### src/rtl/sips4_loader_if.sv
// Serial input plus instruction-memory write port and status of the SIPS4 loader.
// master = the loader, slave = the core/memory side that feeds the line and consumes writes.
interface sips4_loader_if;
  logic        uart_rx;
  logic        imem_we;
  logic [3:0]  imem_addr;
  logic [15:0] imem_wdata;
  logic        cpu_run;
  logic        busy;
  logic        err;

  modport master (
    input  uart_rx,
    output imem_we, imem_addr, imem_wdata, cpu_run, busy, err
  );

  modport slave (
    output uart_rx,
    input  imem_we, imem_addr, imem_wdata, cpu_run, busy, err
  );
endinterface

### src/rtl/sips4_loader.sv
// SIPS4 program loader: 8N1 receiver feeding a frame FSM (A5, 16 words hi/lo, 8-bit sum)
// that writes instruction memory and only releases cpu_run on a verified image.
//
// rx state    | meaning
// RX_IDLE     | line idle, waiting for a synchronised falling edge
// RX_START    | half a bit after the edge, confirm the start bit is still low
// RX_DATA     | sample 8 data bits LSB first at bit centre
// RX_STOP     | sample stop bit; high = byte, low = framing error
//
// ld state    | meaning
// LD_WAIT_HDR | no valid image, core held; waiting for 0xA5
// LD_RECV_HI  | expecting high byte of word[idx]
// LD_RECV_LO  | expecting low byte of word[idx]; writes memory
// LD_RECV_SUM | expecting checksum of the 32 data bytes
// LD_RUN      | verified image, core running; 0xA5 restarts loading
module sips4_loader #(
  parameter int CLK_HZ       = 50_000_000,
  parameter int BAUD         = 115200,
  parameter int TIMEOUT_BITS = 20
) (
  input  logic           clk,
  input  logic           rst_n,
  sips4_loader_if.master bus
);
  localparam int DIV    = (CLK_HZ + BAUD / 2) / BAUD;
  localparam int TO_CLK = TIMEOUT_BITS * DIV;
  localparam int BCW    = $clog2(DIV + 1);
  localparam int TCW    = $clog2(TO_CLK + 1);

  localparam logic [BCW-1:0] HALF_M1 = BCW'(DIV / 2 - 1);
  localparam logic [BCW-1:0] DIV_M1  = BCW'(DIV - 1);
  localparam logic [TCW-1:0] TO_M1   = TCW'(TO_CLK - 1);
  localparam logic [7:0]     HDR     = 8'hA5;

  localparam logic [1:0] RX_IDLE  = 2'd0;
  localparam logic [1:0] RX_START = 2'd1;
  localparam logic [1:0] RX_DATA  = 2'd2;
  localparam logic [1:0] RX_STOP  = 2'd3;

  localparam logic [2:0] LD_WAIT_HDR = 3'd0;
  localparam logic [2:0] LD_RECV_HI  = 3'd1;
  localparam logic [2:0] LD_RECV_LO  = 3'd2;
  localparam logic [2:0] LD_RECV_SUM = 3'd3;
  localparam logic [2:0] LD_RUN      = 3'd4;

  // Two-flop synchroniser; the third flop only provides the previous value for edge detection.
  logic rx_s1_q, rx_s2_q, rx_s3_q;

  always_ff @(posedge clk or negedge rst_n) begin
    if (!rst_n) begin
      rx_s1_q <= 1'b1;
      rx_s2_q <= 1'b1;
      rx_s3_q <= 1'b1;
    end else begin
      rx_s1_q <= bus.uart_rx;
      rx_s2_q <= rx_s1_q;
      rx_s3_q <= rx_s2_q;
    end
  end

  logic [1:0]     rx_state_q, rx_state_d;
  logic [BCW-1:0] rx_cnt_q, rx_cnt_d;
  logic [2:0]     rx_bit_q, rx_bit_d;
  logic [7:0]     rx_shift_q, rx_shift_d;
  logic           start_edge;
  logic           byte_valid;
  logic           frame_err;
  logic [7:0]     rx_byte;

  assign start_edge = (rx_state_q == RX_IDLE) && rx_s3_q && !rx_s2_q;
  assign rx_byte    = rx_shift_q;

  always_comb begin
    rx_state_d = rx_state_q;
    rx_cnt_d   = rx_cnt_q;
    rx_bit_d   = rx_bit_q;
    rx_shift_d = rx_shift_q;
    byte_valid = 1'b0;
    frame_err  = 1'b0;
    case (rx_state_q)
      RX_IDLE: begin
        if (start_edge) begin
          rx_state_d = RX_START;
          rx_cnt_d   = HALF_M1;
        end
      end
      RX_START: begin
        if (rx_cnt_q == '0) begin
          if (rx_s2_q) begin
            rx_state_d = RX_IDLE;
          end else begin
            rx_state_d = RX_DATA;
            rx_cnt_d   = DIV_M1;
            rx_bit_d   = 3'd0;
          end
        end else begin
          rx_cnt_d = rx_cnt_q - BCW'(1);
        end
      end
      RX_DATA: begin
        if (rx_cnt_q == '0) begin
          rx_shift_d = {rx_s2_q, rx_shift_q[7:1]};
          rx_cnt_d   = DIV_M1;
          rx_bit_d   = rx_bit_q + 3'd1;
          if (rx_bit_q == 3'd7) rx_state_d = RX_STOP;
        end else begin
          rx_cnt_d = rx_cnt_q - BCW'(1);
        end
      end
      RX_STOP: begin
        if (rx_cnt_q == '0) begin
          byte_valid = rx_s2_q;
          frame_err  = !rx_s2_q;
          rx_state_d = RX_IDLE;
        end else begin
          rx_cnt_d = rx_cnt_q - BCW'(1);
        end
      end
      default: rx_state_d = RX_IDLE;
    endcase
  end

  always_ff @(posedge clk or negedge rst_n) begin
    if (!rst_n) begin
      rx_state_q <= RX_IDLE;
      rx_cnt_q   <= '0;
      rx_bit_q   <= '0;
      rx_shift_q <= '0;
    end else begin
      rx_state_q <= rx_state_d;
      rx_cnt_q   <= rx_cnt_d;
      rx_bit_q   <= rx_bit_d;
      rx_shift_q <= rx_shift_d;
    end
  end

  logic [2:0]     ld_state_q, ld_state_d;
  logic [3:0]     idx_q, idx_d;
  logic [7:0]     sum_q, sum_d;
  logic [7:0]     hi_q, hi_d;
  logic           we_q, we_d;
  logic [3:0]     addr_q, addr_d;
  logic [15:0]    wdata_q, wdata_d;
  logic           run_q, run_d;
  logic           busy_q, busy_d;
  logic           err_q, err_d;
  logic [TCW-1:0] to_cnt_q, to_cnt_d;
  logic           timeout;

  // Gap timer is rearmed by every accepted byte and every start edge while a frame is open.
  assign timeout = busy_q && (to_cnt_q == '0) && !start_edge;

  always_comb begin
    ld_state_d = ld_state_q;
    idx_d      = idx_q;
    sum_d      = sum_q;
    hi_d       = hi_q;
    we_d       = 1'b0;
    addr_d     = addr_q;
    wdata_d    = wdata_q;
    run_d      = run_q;
    busy_d     = busy_q;
    err_d      = err_q;
    to_cnt_d   = to_cnt_q;

    if (busy_q && (to_cnt_q != '0)) to_cnt_d = to_cnt_q - TCW'(1);
    if (busy_q && start_edge) to_cnt_d = TO_M1;

    if (byte_valid) begin
      case (ld_state_q)
        LD_WAIT_HDR, LD_RUN: begin
          if (rx_byte == HDR) begin
            ld_state_d = LD_RECV_HI;
            busy_d     = 1'b1;
            err_d      = 1'b0;
            run_d      = 1'b0;
            idx_d      = 4'd0;
            sum_d      = 8'd0;
            to_cnt_d   = TO_M1;
          end
        end
        LD_RECV_HI: begin
          hi_d       = rx_byte;
          sum_d      = sum_q + rx_byte;
          ld_state_d = LD_RECV_LO;
          to_cnt_d   = TO_M1;
        end
        LD_RECV_LO: begin
          wdata_d  = {hi_q, rx_byte};
          addr_d   = idx_q;
          we_d     = 1'b1;
          sum_d    = sum_q + rx_byte;
          to_cnt_d = TO_M1;
          if (idx_q == 4'd15) begin
            ld_state_d = LD_RECV_SUM;
          end else begin
            idx_d      = idx_q + 4'd1;
            ld_state_d = LD_RECV_HI;
          end
        end
        LD_RECV_SUM: begin
          busy_d = 1'b0;
          if (sum_q == rx_byte) begin
            ld_state_d = LD_RUN;
            run_d      = 1'b1;
          end else begin
            ld_state_d = LD_WAIT_HDR;
            err_d      = 1'b1;
          end
        end
        default: begin
          ld_state_d = LD_WAIT_HDR;
          busy_d     = 1'b0;
          run_d      = 1'b0;
        end
      endcase
    end else if (busy_q && (frame_err || timeout)) begin
      ld_state_d = LD_WAIT_HDR;
      busy_d     = 1'b0;
      err_d      = 1'b1;
      run_d      = 1'b0;
    end
  end

  always_ff @(posedge clk or negedge rst_n) begin
    if (!rst_n) begin
      ld_state_q <= LD_WAIT_HDR;
      idx_q      <= '0;
      sum_q      <= '0;
      hi_q       <= '0;
      we_q       <= 1'b0;
      addr_q     <= '0;
      wdata_q    <= '0;
      run_q      <= 1'b0;
      busy_q     <= 1'b0;
      err_q      <= 1'b0;
      to_cnt_q   <= '0;
    end else begin
      ld_state_q <= ld_state_d;
      idx_q      <= idx_d;
      sum_q      <= sum_d;
      hi_q       <= hi_d;
      we_q       <= we_d;
      addr_q     <= addr_d;
      wdata_q    <= wdata_d;
      run_q      <= run_d;
      busy_q     <= busy_d;
      err_q      <= err_d;
      to_cnt_q   <= to_cnt_d;
    end
  end

  assign bus.imem_we    = we_q;
  assign bus.imem_addr  = addr_q;
  assign bus.imem_wdata = wdata_q;
  assign bus.cpu_run    = run_q;
  assign bus.busy       = busy_q;
  assign bus.err        = err_q;
endmodule

### src/flat_wrapper.sv
// flat-port wrapper written by rule: the top's interface ports become plain ports
module sips4_loader_flat 
#(
  parameter int CLK_HZ       = 50_000_000,
  parameter int BAUD         = 115200,
  parameter int TIMEOUT_BITS = 20
)
  (clk, rst_n, bus_uart_rx, bus_imem_we, bus_imem_addr, bus_imem_wdata, bus_cpu_run, bus_busy, bus_err);
  sips4_loader_if bus_i ();
  input  logic clk;
  input  logic rst_n;
  input wire logic [$bits(bus_i.uart_rx)-1:0] bus_uart_rx;
  output wire logic [$bits(bus_i.imem_we)-1:0] bus_imem_we;
  output wire logic [$bits(bus_i.imem_addr)-1:0] bus_imem_addr;
  output wire logic [$bits(bus_i.imem_wdata)-1:0] bus_imem_wdata;
  output wire logic [$bits(bus_i.cpu_run)-1:0] bus_cpu_run;
  output wire logic [$bits(bus_i.busy)-1:0] bus_busy;
  output wire logic [$bits(bus_i.err)-1:0] bus_err;
  assign bus_i.uart_rx = bus_uart_rx;
  assign bus_imem_we = bus_i.imem_we;
  assign bus_imem_addr = bus_i.imem_addr;
  assign bus_imem_wdata = bus_i.imem_wdata;
  assign bus_cpu_run = bus_i.cpu_run;
  assign bus_busy = bus_i.busy;
  assign bus_err = bus_i.err;
  sips4_loader #(.CLK_HZ(CLK_HZ), .BAUD(BAUD), .TIMEOUT_BITS(TIMEOUT_BITS)) u_core (.clk(clk), .rst_n(rst_n), .bus(bus_i));
endmodule
### config.mk
export PLATFORM = sky130hd
export DESIGN_NAME = sips4_loader_flat
export DESIGN_NICKNAME = d
export VERILOG_FILES = /design/src/rtl/sips4_loader_if.sv /design/src/rtl/sips4_loader.sv /design/src/flat_wrapper.sv
export SDC_FILE = /design/constraint.sdc
export NUM_CORES = 1
export LEC_CHECK = 0
export ABC_AREA = 1
export CAP_MARGIN = 20
export CORE_MARGIN = 1.5
export CORE_UTILIZATION = 30
export DETAILED_ROUTE_END_ITERATION = 10
export GPL_ROUTABILITY_DRIVEN = 0
export GPL_TIMING_DRIVEN = 0
export MAX_ROUTING_LAYER = met4
export PLACE_DENSITY = 0.45
export SLEW_MARGIN = 20
export SYNTH_ARGS = -nofsm -noshare
export SYNTH_HDL_FRONTEND = slang
export SYNTH_SLANG_ARGS = --single-unit
### constraint.sdc
create_clock -name clk -period 1.8 [get_ports clk]
set_clock_uncertainty 0.15 [all_clocks]
set_input_delay 0.18 -clock clk [delete_from_list [all_inputs] [get_ports clk]]
set_output_delay 0.18 -clock clk [all_outputs]
set_load 0.02 [all_outputs]
# Yosys cells after proc, flatten, opt, wreduce, memory -nomap -nowiden

Cells that the tools add are included.
W data, S select, Z words.

Bits in registers: 86
Logic and storage cells: 133

$add $sub $neg: 5
Equality and inequality tests: 26
Muxes and demuxes: 51
Reductions and logical operators: 33

Operator list:

| cell                    | count |
|---|---|
| $mux W14                | 4 |
| $mux W9                 | 5 |
| $pmux W9 S4             | 1 |
| $pmux W14 S2            | 1 |
| $mux W3                 | 7 |
| $pmux W8 S2             | 1 |
| $reduce_and A4 Y1       | 4 |
| $mux W1                 | 15 |
| $ne A3 B3 Y1 const B    | 5 |
| $logic_not A14 Y1       | 1 |
| $mux W2                 | 7 |
| $reduce_bool A14 Y1     | 1 |
| $sub A14 B1 Y14 const B | 1 |
| $ne A2 B1 Y1 const B    | 6 |
| $pmux W3 S4             | 1 |
| $logic_not A9 Y1        | 1 |
| $reduce_and A3 Y1       | 3 |
| $sub A9 B1 Y9 const B   | 1 |
| $add A8 B8 Y8           | 1 |
| $eq A8 B8 Y1            | 1 |
| $eq A8 B8 Y1 const B    | 1 |
| $mux W4                 | 2 |
| $mux W8                 | 1 |
| $ne A2 B2 Y1 const B    | 4 |
| other kinds (22)        | 40 |

# Longest topological paths before layout

Gate-level depths: netlist (run 1).

Depth in word-level cells: 9
Depth in mapped cells: 12
Depth with buffers taken out: 12

# Least setup slack after synthesis (run 1)

OpenSTA, ideal clock, no wires.

Path kind: register to register
Start point: register u_core.rx_cnt_q[0]
End point: register u_core.busy_q (netlist: u_core.bus.busy)
Arrival: 1577 ps
Path slack: -44 ps
Stages on the path, launching flop included: 12
Period minus slack after synthesis: 1844 ps
Path through: dfrtp_1 inv_1 ha_1 nand2_2 nor2_4 nand4_4 nor2_2 inv_1 nand2_1 nand2_1 nand2_1 nand2_1

Word-level cells in the longest chain between the ends: 7
Elaborated cells on any way between the ends: 12

RTL lines:

| item                         | RTL line            | source |
|---|---|---|
| from (decl)                  | sips4_loader.sv:62  | `logic [BCW-1:0] rx_cnt_q, rx_cnt_d;` |
| from (signal assigned)       | sips4_loader.sv:131 | `rx_cnt_q <= rx_cnt_d;` |
| $logic_not A9 Y1 (*)         | sips4_loader.sv:111 | `if (rx_cnt_q == '0) begin` |
| $mux W1                      | sips4_loader.sv:111 |  |
| $mux W1                      | sips4_loader.sv:80  | `case (rx_state_q)` |
| $logic_or A1 B1 Y1           | sips4_loader.sv:217 | `end else if (busy_q && (frame_err \|\| timeout)) begin` |
| $logic_and A1 B1 Y1          | sips4_loader.sv:217 |  |
| $reduce_bool A2 Y1 (no line) | -                   |  |
| $reduce_and A3 Y1 (no line)  | -                   |  |
| to (signal assigned)         | sips4_loader.sv:247 | `busy_q <= busy_d;` |
| to (decl)                    | sips4_loader.sv:145 | `logic busy_q, busy_d;` |

Mark *: on every way between the ends. The rest lies on a longest branch, timed or not.
A chain may end at the register's enable or synchronous reset.

# Final worst setup path (run 1)

Start point: register u_core.rx_cnt_q[2]
End point: register u_core.sum_q[5]

Word-level cells in the longest chain between the ends: 4

RTL lines:

| item                        | RTL line            | source |
|---|---|---|
| $logic_not A9 Y1            | sips4_loader.sv:111 |  |
| $mux W1                     | sips4_loader.sv:111 |  |
| $mux W1                     | sips4_loader.sv:80  |  |
| $reduce_and A3 Y1 (no line) | -                   |  |
| to (signal assigned)        | sips4_loader.sv:241 | `sum_q <= sum_d;` |
| to (decl)                   | sips4_loader.sv:139 | `logic [7:0] sum_q, sum_d;` |

No other way between the ends.

==> impl_metrics.toml, run 1 <==
[pwr]
power.density_nw_per_um2 = 917.4
vdd_drop_max_uv = 664.9
combPwrFrac = 0.276
switching_share = 0.3096
p_int_mw = 3.936
p_seq_frac = 0.375
power_leakage_nw = 2.926
p_sw_mw = 1.765
power_frac_clock = 0.348

[grt]
grt_max_degree = 49
grt_pass1_wl_mm = 17.74
antenna_found_initial = 0
grt_overflow = 0
globalRouteTotalUtil = 0.1448
grt_pass1_vias = 3636

[yosys]
syn_avg_cell_area_um2 = 8.233
synth_warnings = 0
synthCells = 536
synth_cell_types = 36
syn_nets = 557
mappedNetlistArea_um2 = 4413
ys_ff_latch = 86
ys.flop_type = "dfrtp_1"
async_flop_share = 1.000
ys_seq_area_frac = 0.4885
synth_edf_count = 0

[drt]
drc = 0
drt_iter0_markers = 158
vias_per_cell = 4.687
drt-total-wl_mm = 10.70
drtAntennaViolNets = 0
vias = 3792
drt-wirelength-per-cell_um = 13.22
firstDrtPassIters = 4

[timing]
worst_slew_margin_rel = 0.7142
min_period_ns = 1.856
setup_viol = 29
rsz0062_at_grt = "yes"
hold_viol = 0
drv_slew = 0
fmax_mhz = 538.7
worst_slack_ns = -0.05632
fin_crit_sh = 1.031
max_slew.worst_pin.slew_ns = 0.4256

[setup_path]
crit_path_top_delay_cell = "dfrtp_1"
crit_required_ns = 1.87
worstRegToRegCells = 9
rrSetupSlack_ns = -0.06
r2r-end = "u_core.sum_q[5]$_DFFE_PN0P_"
timing.rr.start = "u_core.rx_cnt_q[2]$_DFFE_PN0P_"
crit_arrival_ns = 1.92
crit_fanout = 5
critPathLaunchType = "register"
cp-end-kind = "register"
path_class = "reg -> reg"
cpMostUsedCell = "nor2_4"
startpoint = "u_core.rx_cnt_q[2]$_DFFE_PN0P_"
crit_chain = "nor2_4, nand2_8, nor2_4, nand4_4, nor2_4, nand2_4, buf_6, nand2_1, o21ai_1"
cpPeakStageDelay_ns = 0.43

[cells_and_area]
utilization = 0.4309
diodes = 0
mostFrequentLayoutCells = "nand2_1, dfrtp_1, inv_1"
final_area_um2 = 6215
area_growth_pct = 40.83
drive_above_1_share = 0.3056
final_common_cell = "nand2_1"
fin_nets = 642

[clock_tree]
clk_pin_slew_worst_paths_ns = 0.06
h-tree-depth = 3
numCtsBuffers = 9
tritoncts = "done"
cts-root-buf = "clkbuf_16"
cts_num_sinks = 86
clock_latency_ns = 0.35
clockBufferDepth = 2

[placed_design]
dp_slack_ns = -0.2898
port_buffers = 26
dp_hpwl_mm = 7.076
placed_area_um2 = 4955

[floorplanning]
die_area_um2 = 15450
rows = 44
core-area_um2 = 14420
start_util = 0.3060
die_w_um = 124.3
io_pins = 27
die_y_um = 124.3

[run_status]
violations = "negative setup slack"
status = "complete, but fails checks"

[worst_hold_path]
hold_depth = 1
holdPathEnd = "u_core.rx_s1_q$_DFF_PN1_"
worst_hold_path_type = "in -> reg"
min_from = "bus_uart_rx"

[flow_run]
maxCapViolCount = 0
[cell families (layout without fill, tap and decap cells)]
| kind of cell | Yosys count | in the layout | share of synthesized area |
|---|---|---|---|
| AOI/OAI and AO/OA | 84 | 85 | 0.09923 |
| xor gates and xnor gates | 14 | 14 | 0.02779 |
| adders and majority gates | 18 | 18 | 0.05274 |
| buffers and inverters | 67 | 155 | 0.06238 |
| DFF | 86 | 86 | 0.4885 |
| and+or+nand+nor | 267 | 267 | 0.2694 |
[what timing repair did]
action,4_1_cts,5_1_grt
setup buffers,21,23
gates cloned,3,2
hold endpoints to repair,83,0
hold buffers,1,0
gates resized for setup,89,107
endpoints found under the setup margin,80,82
pin swaps,15,30
[cell usage after synthesis (2+ instances only)]
| cell | count | area [µm²] |
|---|---|---|
| a21oi_1 | 13 | 65.06 |
| nand4_1 | 8 | 50.05 |
| buf_6 | 2 | 22.52 |
| dfstp_2 | 3 | 78.83 |
| nand2_2 | 4 | 25.02 |
| or2_2 | 4 | 25.02 |
| xnor2_1 | 3 | 26.28 |
| o21ai_0 | 59 | 295.3 |
| inv_1 | 56 | 210.2 |
| inv_2 | 3 | 11.26 |
| a31oi_1 | 2 | 12.51 |
| ha_1 | 17 | 212.7 |
| nor3_1 | 6 | 30.03 |
| nor2_4 | 3 | 33.78 |
| nor3_4 | 2 | 32.53 |
| nand2_1 | 147 | 551.8 |
| buf_2 | 4 | 20.02 |
| xor2_1 | 11 | 96.34 |
| nand3_1 | 32 | 160.2 |
| nor2_1 | 52 | 195.2 |
| nand3b_1 | 4 | 30.03 |
| o21ai_1 | 3 | 15.01 |
| dfrtp_1 | 83 | 2077 |
| o22ai_1 | 3 | 18.77 |
[power groups by stage]
stage | sequential [mW] | combinational [mW] | clock (mW)
floorplan | 2.14 | 0.715 | 0
global placement | 2.15 | 0.941 | 0
detailed placement | 2.15 | 0.957 | 0
CTS | 2.13 | 1.28 | 2.04
global route | 2.15 | 1.74 | 2.12
finish | 2.14 | 1.58 | 1.99
[per-layer routing]
layer  global-route usage  part of all wire  routed length, µm  vias to the layer above
li1                     -                 -                  -                     1907
met1               0.1900              0.49               5193                     1819
met2               0.2217              0.47               5015                       48
met3              0.02277             0.025                270                       18
met4              0.06423             0.020                216                        0
met5                    -                 0                  0                        -
[through the flow]
stage	cells	hold WS [ns]	setup TNS, ns	total power, mW
final	809	0.08763	-0.4767	5.701
after detailed placement	747	-0.03003	-15.04	3.110
after global routing	809	0.09429	-6.341	6.008
after floorplan	536	-0.2656	0	2.853
after CTS	785	0.07749	-0.6757	5.450
after global placement	746	0.1969	-259.68	3.094
[sequential cells by signal, indices dropped and copies added (netlist names), 3 cells and up, named ones only]
| name | count |
|---|---|
| u_core.rx_cnt_q | 9 |
| u_core.bus.imem_wdata | 16 |
| u_core.to_cnt_q | 14 |
| u_core.hi_q | 8 |
| u_core.ld_state_q | 3 |
| u_core.idx_q | 4 |
| u_core.bus.imem_addr | 4 |
| u_core.rx_bit_q | 3 |
| u_core.sum_q | 8 |
| u_core.rx_byte | 8 |
[how the worst max path moves through the flow]
stage                     cells after the start                             end  slack [ns]
after floorplan                              11      u_core.bus.err$_DFFE_PN0P_       0.005
final                                         9     u_core.sum_q[5]$_DFFE_PN0P_       -0.06
after detailed placement                      8   u_core.rx_byte[6]$_DFFE_PN0P_       -0.29
after CTS                                    12     u_core.bus.busy$_DFFE_PN0P_       -0.07
after global routing                         11                        register       -0.16
after global placement                        1  u_core.rx_cnt_q[1]$_DFFE_PN0P_       -2.91
[cell type report]
cell class | instances | area (µm²)
timing repair inverter | 1 | 11.26
multi-input combinational | 384 | 2482
clock buffer | 9 | 225.2
fill | 1469 | 8209
buffer | 6 | 75.07
sequential | 86 | 2158
inverter | 59 | 239.0
timing repair buffer | 74 | 705.7
tap | 184 | 230.2
clock inverter | 6 | 87.58
[critical path, delay by kind of cell, from the launching register on]
family | cells | cell delay (ns)
AOI/OAI and AO/OA | 1 | 0.06
buffers and inverters | 1 | 0.16
DFF | 1 | 0.43
and+or+nand+nor | 7 | 0.92
Note: power is estimated with default switching activity, not from simulation.
==> run 2, diff against run 1 <==
--- a/config.mk
+++ b/config.mk
@@ -18,3 +18,4 @@
 export SYNTH_ARGS = -nofsm -noshare
 export SYNTH_HDL_FRONTEND = slang
 export SYNTH_SLANG_ARGS = --single-unit
+export TNS_END_PERCENT = 50
==> impl_metrics.toml, run 2 (synthesis gave the netlist of run 1 again) <==
[cells_and_area]
utilization = 0.4179
final_common_cell = "nand2_1"
fin_nets = 633
area_growth_pct = 36.57
mostFrequentLayoutCells = "nand2_1, dfrtp_1, inv_1"
fill_cells = 1492
final_area_um2 = 6027
largest_reg_flops = 16
drive_above_1_share = 0.2662
diodes = 0

[setup_path]
crit_required_ns = 1.88
crit_arrival_ns = 1.95
path_class = "reg -> reg"
crit_chain = "nor2_1, nand2_2, nor2_4, nand4_4, nor2_4, nand2_4, clkbuf_16, nand2_1, nand2_1"
worstRegToRegCells = 9
crit_fanout = 5
critPathLaunchType = "register"
crit_path_top_delay_cell = "dfrtp_1"
rrSetupSlack_ns = -0.07
r2r-end = "u_core.sum_q[6]$_DFFE_PN0P_"
cpPeakStageDelay_ns = 0.42
timing.rr.start = "u_core.rx_cnt_q[6]$_DFFE_PN0P_"
cp-end-kind = "register"

[drt]
wl_met2_mm = 4.746
met3_length_um = 182
drt-total-wl_mm = 10.33
vias = 3710
drt_iter0_markers = 141
drtAntennaViolNets = 0
wl_met1_mm = 5.201
top_layer_used = "met4"
firstDrtPassIters = 4
vias_per_cell = 4.638
drc = 0
drt-wirelength-per-cell_um = 12.91

[worst_hold_path]
worst_hold_path_type = "in -> reg"
hold_depth = 1
min_from = "bus_uart_rx"
holdPathEnd = "u_core.rx_s1_q$_DFF_PN1_"

[clock_tree]
cts-root-buf = "clkbuf_16"
h-tree-depth = 3
numCtsBuffers = 9
cts_num_sinks = 86
clockBufferDepth = 2
tritoncts = "done"
clock_latency_ns = 0.35
clk_pin_slew_worst_paths_ns = 0.06

[floorplanning]
core-area_um2 = 14420
rows = 44
die_w_um = 124.3
die_area_um2 = 15450
start_util = 0.3060
io_pins = 27
die_y_um = 124.3

[grt]
grt_pass1_vias = 3605
antenna_found_initial = 0
grt_pass1_wl_mm = 17.54
grt_overflow = 0
grt_max_degree = 49
globalRouteTotalUtil = 0.1432

[run_status]
violations = "negative setup slack"
status = "complete, but fails checks"

[timing]
max_slew.worst_pin.slew_ns = 0.4025
min_period_ns = 1.871
setup_viol = 44
fin_setup_tns_ns = -0.9906
fmax_mhz = 534.6
worst_slack_ns = -0.07058
fin_crit_sh = 1.039
rsz0062_at_grt = "yes"
drv_slew = 0
hold_viol = 0
worst_slew_margin_rel = 0.7307

[pwr]
power_leakage_nw = 2.856
vdd_drop_max_uv = 670.5
power.density_nw_per_um2 = 926.8
p_total_mw = 5.586

[flow_run]
maxCapViolCount = 0

[placed_design]
dp_hpwl_mm = 7.076
placed_area_um2 = 4955
port_buffers = 26
==> run 2: cell count changes in the layout (fill, tap and decap cells not counted), moves of 2 or more <==
| cell | delta |
|---|---|
| inv_8 | -2 |
| buf_6 | -4 |
| o21ai_0 | +7 |
| o21ai_2 | -4 |
| nand2_1 | +8 |
| nand2_4 | -5 |
| o21ai_1 | -2 |
| nand3_2 | -2 |
| buf_4 | -5 |
| nor2_1 | +2 |
| nor2_2 | -2 |
| nand2_2 | -3 |
| nand3_1 | +3 |
==> run 2: cell type report <==
type	instances	area, µm²	area share
timing repair buffer	66	639.4	0.1061
clock inverter	6	87.58	0.01453
clock buffer	9	225.2	0.03737
sequential	86	2157	0.3579
buffer	6	78.83	0.01308
tap	184	230.2	0.03820
inverter	59	231.5	0.03841
multi-input combinational	384	2377	0.3944
==> run 2: timing repair <==
action | 4_1_cts | 5_1_grt
setup endpoints to repair | 80 | 82
setup buffers | 20 | 17
gates cloned | 2 | 1
hold buffers | 1 | 0
gates resized for setup | 71 | 81
hold endpoints to repair | 83 | 0
pin swaps | 13 | 24
==> run 2: critical path: cells and delay by family (launching register included) <==
kind / cells / cell delay [ns]
simple gates: 8 / 0.99
flops: 1 / 0.42
buf+inv: 1 / 0.18
==> run 2: metrics by stage <==
| stage | std cells | hold WS, ns | setup WS [ns] |
|---|---|---|---|
| 2_1_floorplan | 536 | -0.2656 | 0.004904 |
| 3_3_place_gp | 746 | 0.1969 | -2.906 |
| 3_5_place_dp | 747 | -0.03003 | -0.2898 |
| 4_1_cts | 783 | 0.07749 | -0.07181 |
| 5_1_grt | 800 | 0.09438 | -0.1930 |
| 6_report | 800 | 0.08973 | -0.07058 |
==> run 2: worst max-delay path by stage <==
stage	startpoint	end	slack (ns)	depth (start not counted)
after floorplan	u_core.rx_cnt_q[0]$_DFFE_PN0P_	u_core.bus.err$_DFFE_PN0P_	0.005	11
after global placement	rst_n	u_core.rx_cnt_q[1]$_DFFE_PN0P_	-2.91	1
after detailed placement	u_core.rx_cnt_q[0]$_DFFE_PN0P_	u_core.rx_byte[6]$_DFFE_PN0P_	-0.29	8
after CTS	u_core.rx_cnt_q[0]$_DFFE_PN0P_	u_core.bus.busy$_DFFE_PN0P_	-0.07	12
after global routing	u_core.rx_cnt_q[7]$_DFFE_PN0P_	u_core.bus.busy$_DFFE_PN0P_	-0.19	11
final	u_core.rx_cnt_q[6]$_DFFE_PN0P_	u_core.sum_q[6]$_DFFE_PN0P_	-0.07	9
==> run 2: layer usage <==
metal  GRT usage  vias up
li1            -     1888
met1      0.1873     1767
met2      0.2198       39
met3     0.02277       16
met4     0.06423        0
met5           -        -
==> run 2: where the power goes <==
part | switching [mW] | leakage [nW] | internal (mW)
combinational | 0.837 | 1.54 | 0.633
clock | 0.777 | 0.144 | 1.20
sequential | 0.0963 | 1.17 | 2.04
==> run 3, diff against run 2 <==
--- a/config.mk
+++ b/config.mk
@@ -6,6 +6,7 @@
 export NUM_CORES = 1
 export LEC_CHECK = 0
 export ABC_AREA = 1
+export ABC_CLOCK_PERIOD_IN_PS = 1800
 export CAP_MARGIN = 20
 export CORE_MARGIN = 1.5
 export CORE_UTILIZATION = 30
==> results of run 3 <==
No change in the layout: final DEF, timing and power equal those of run 2.
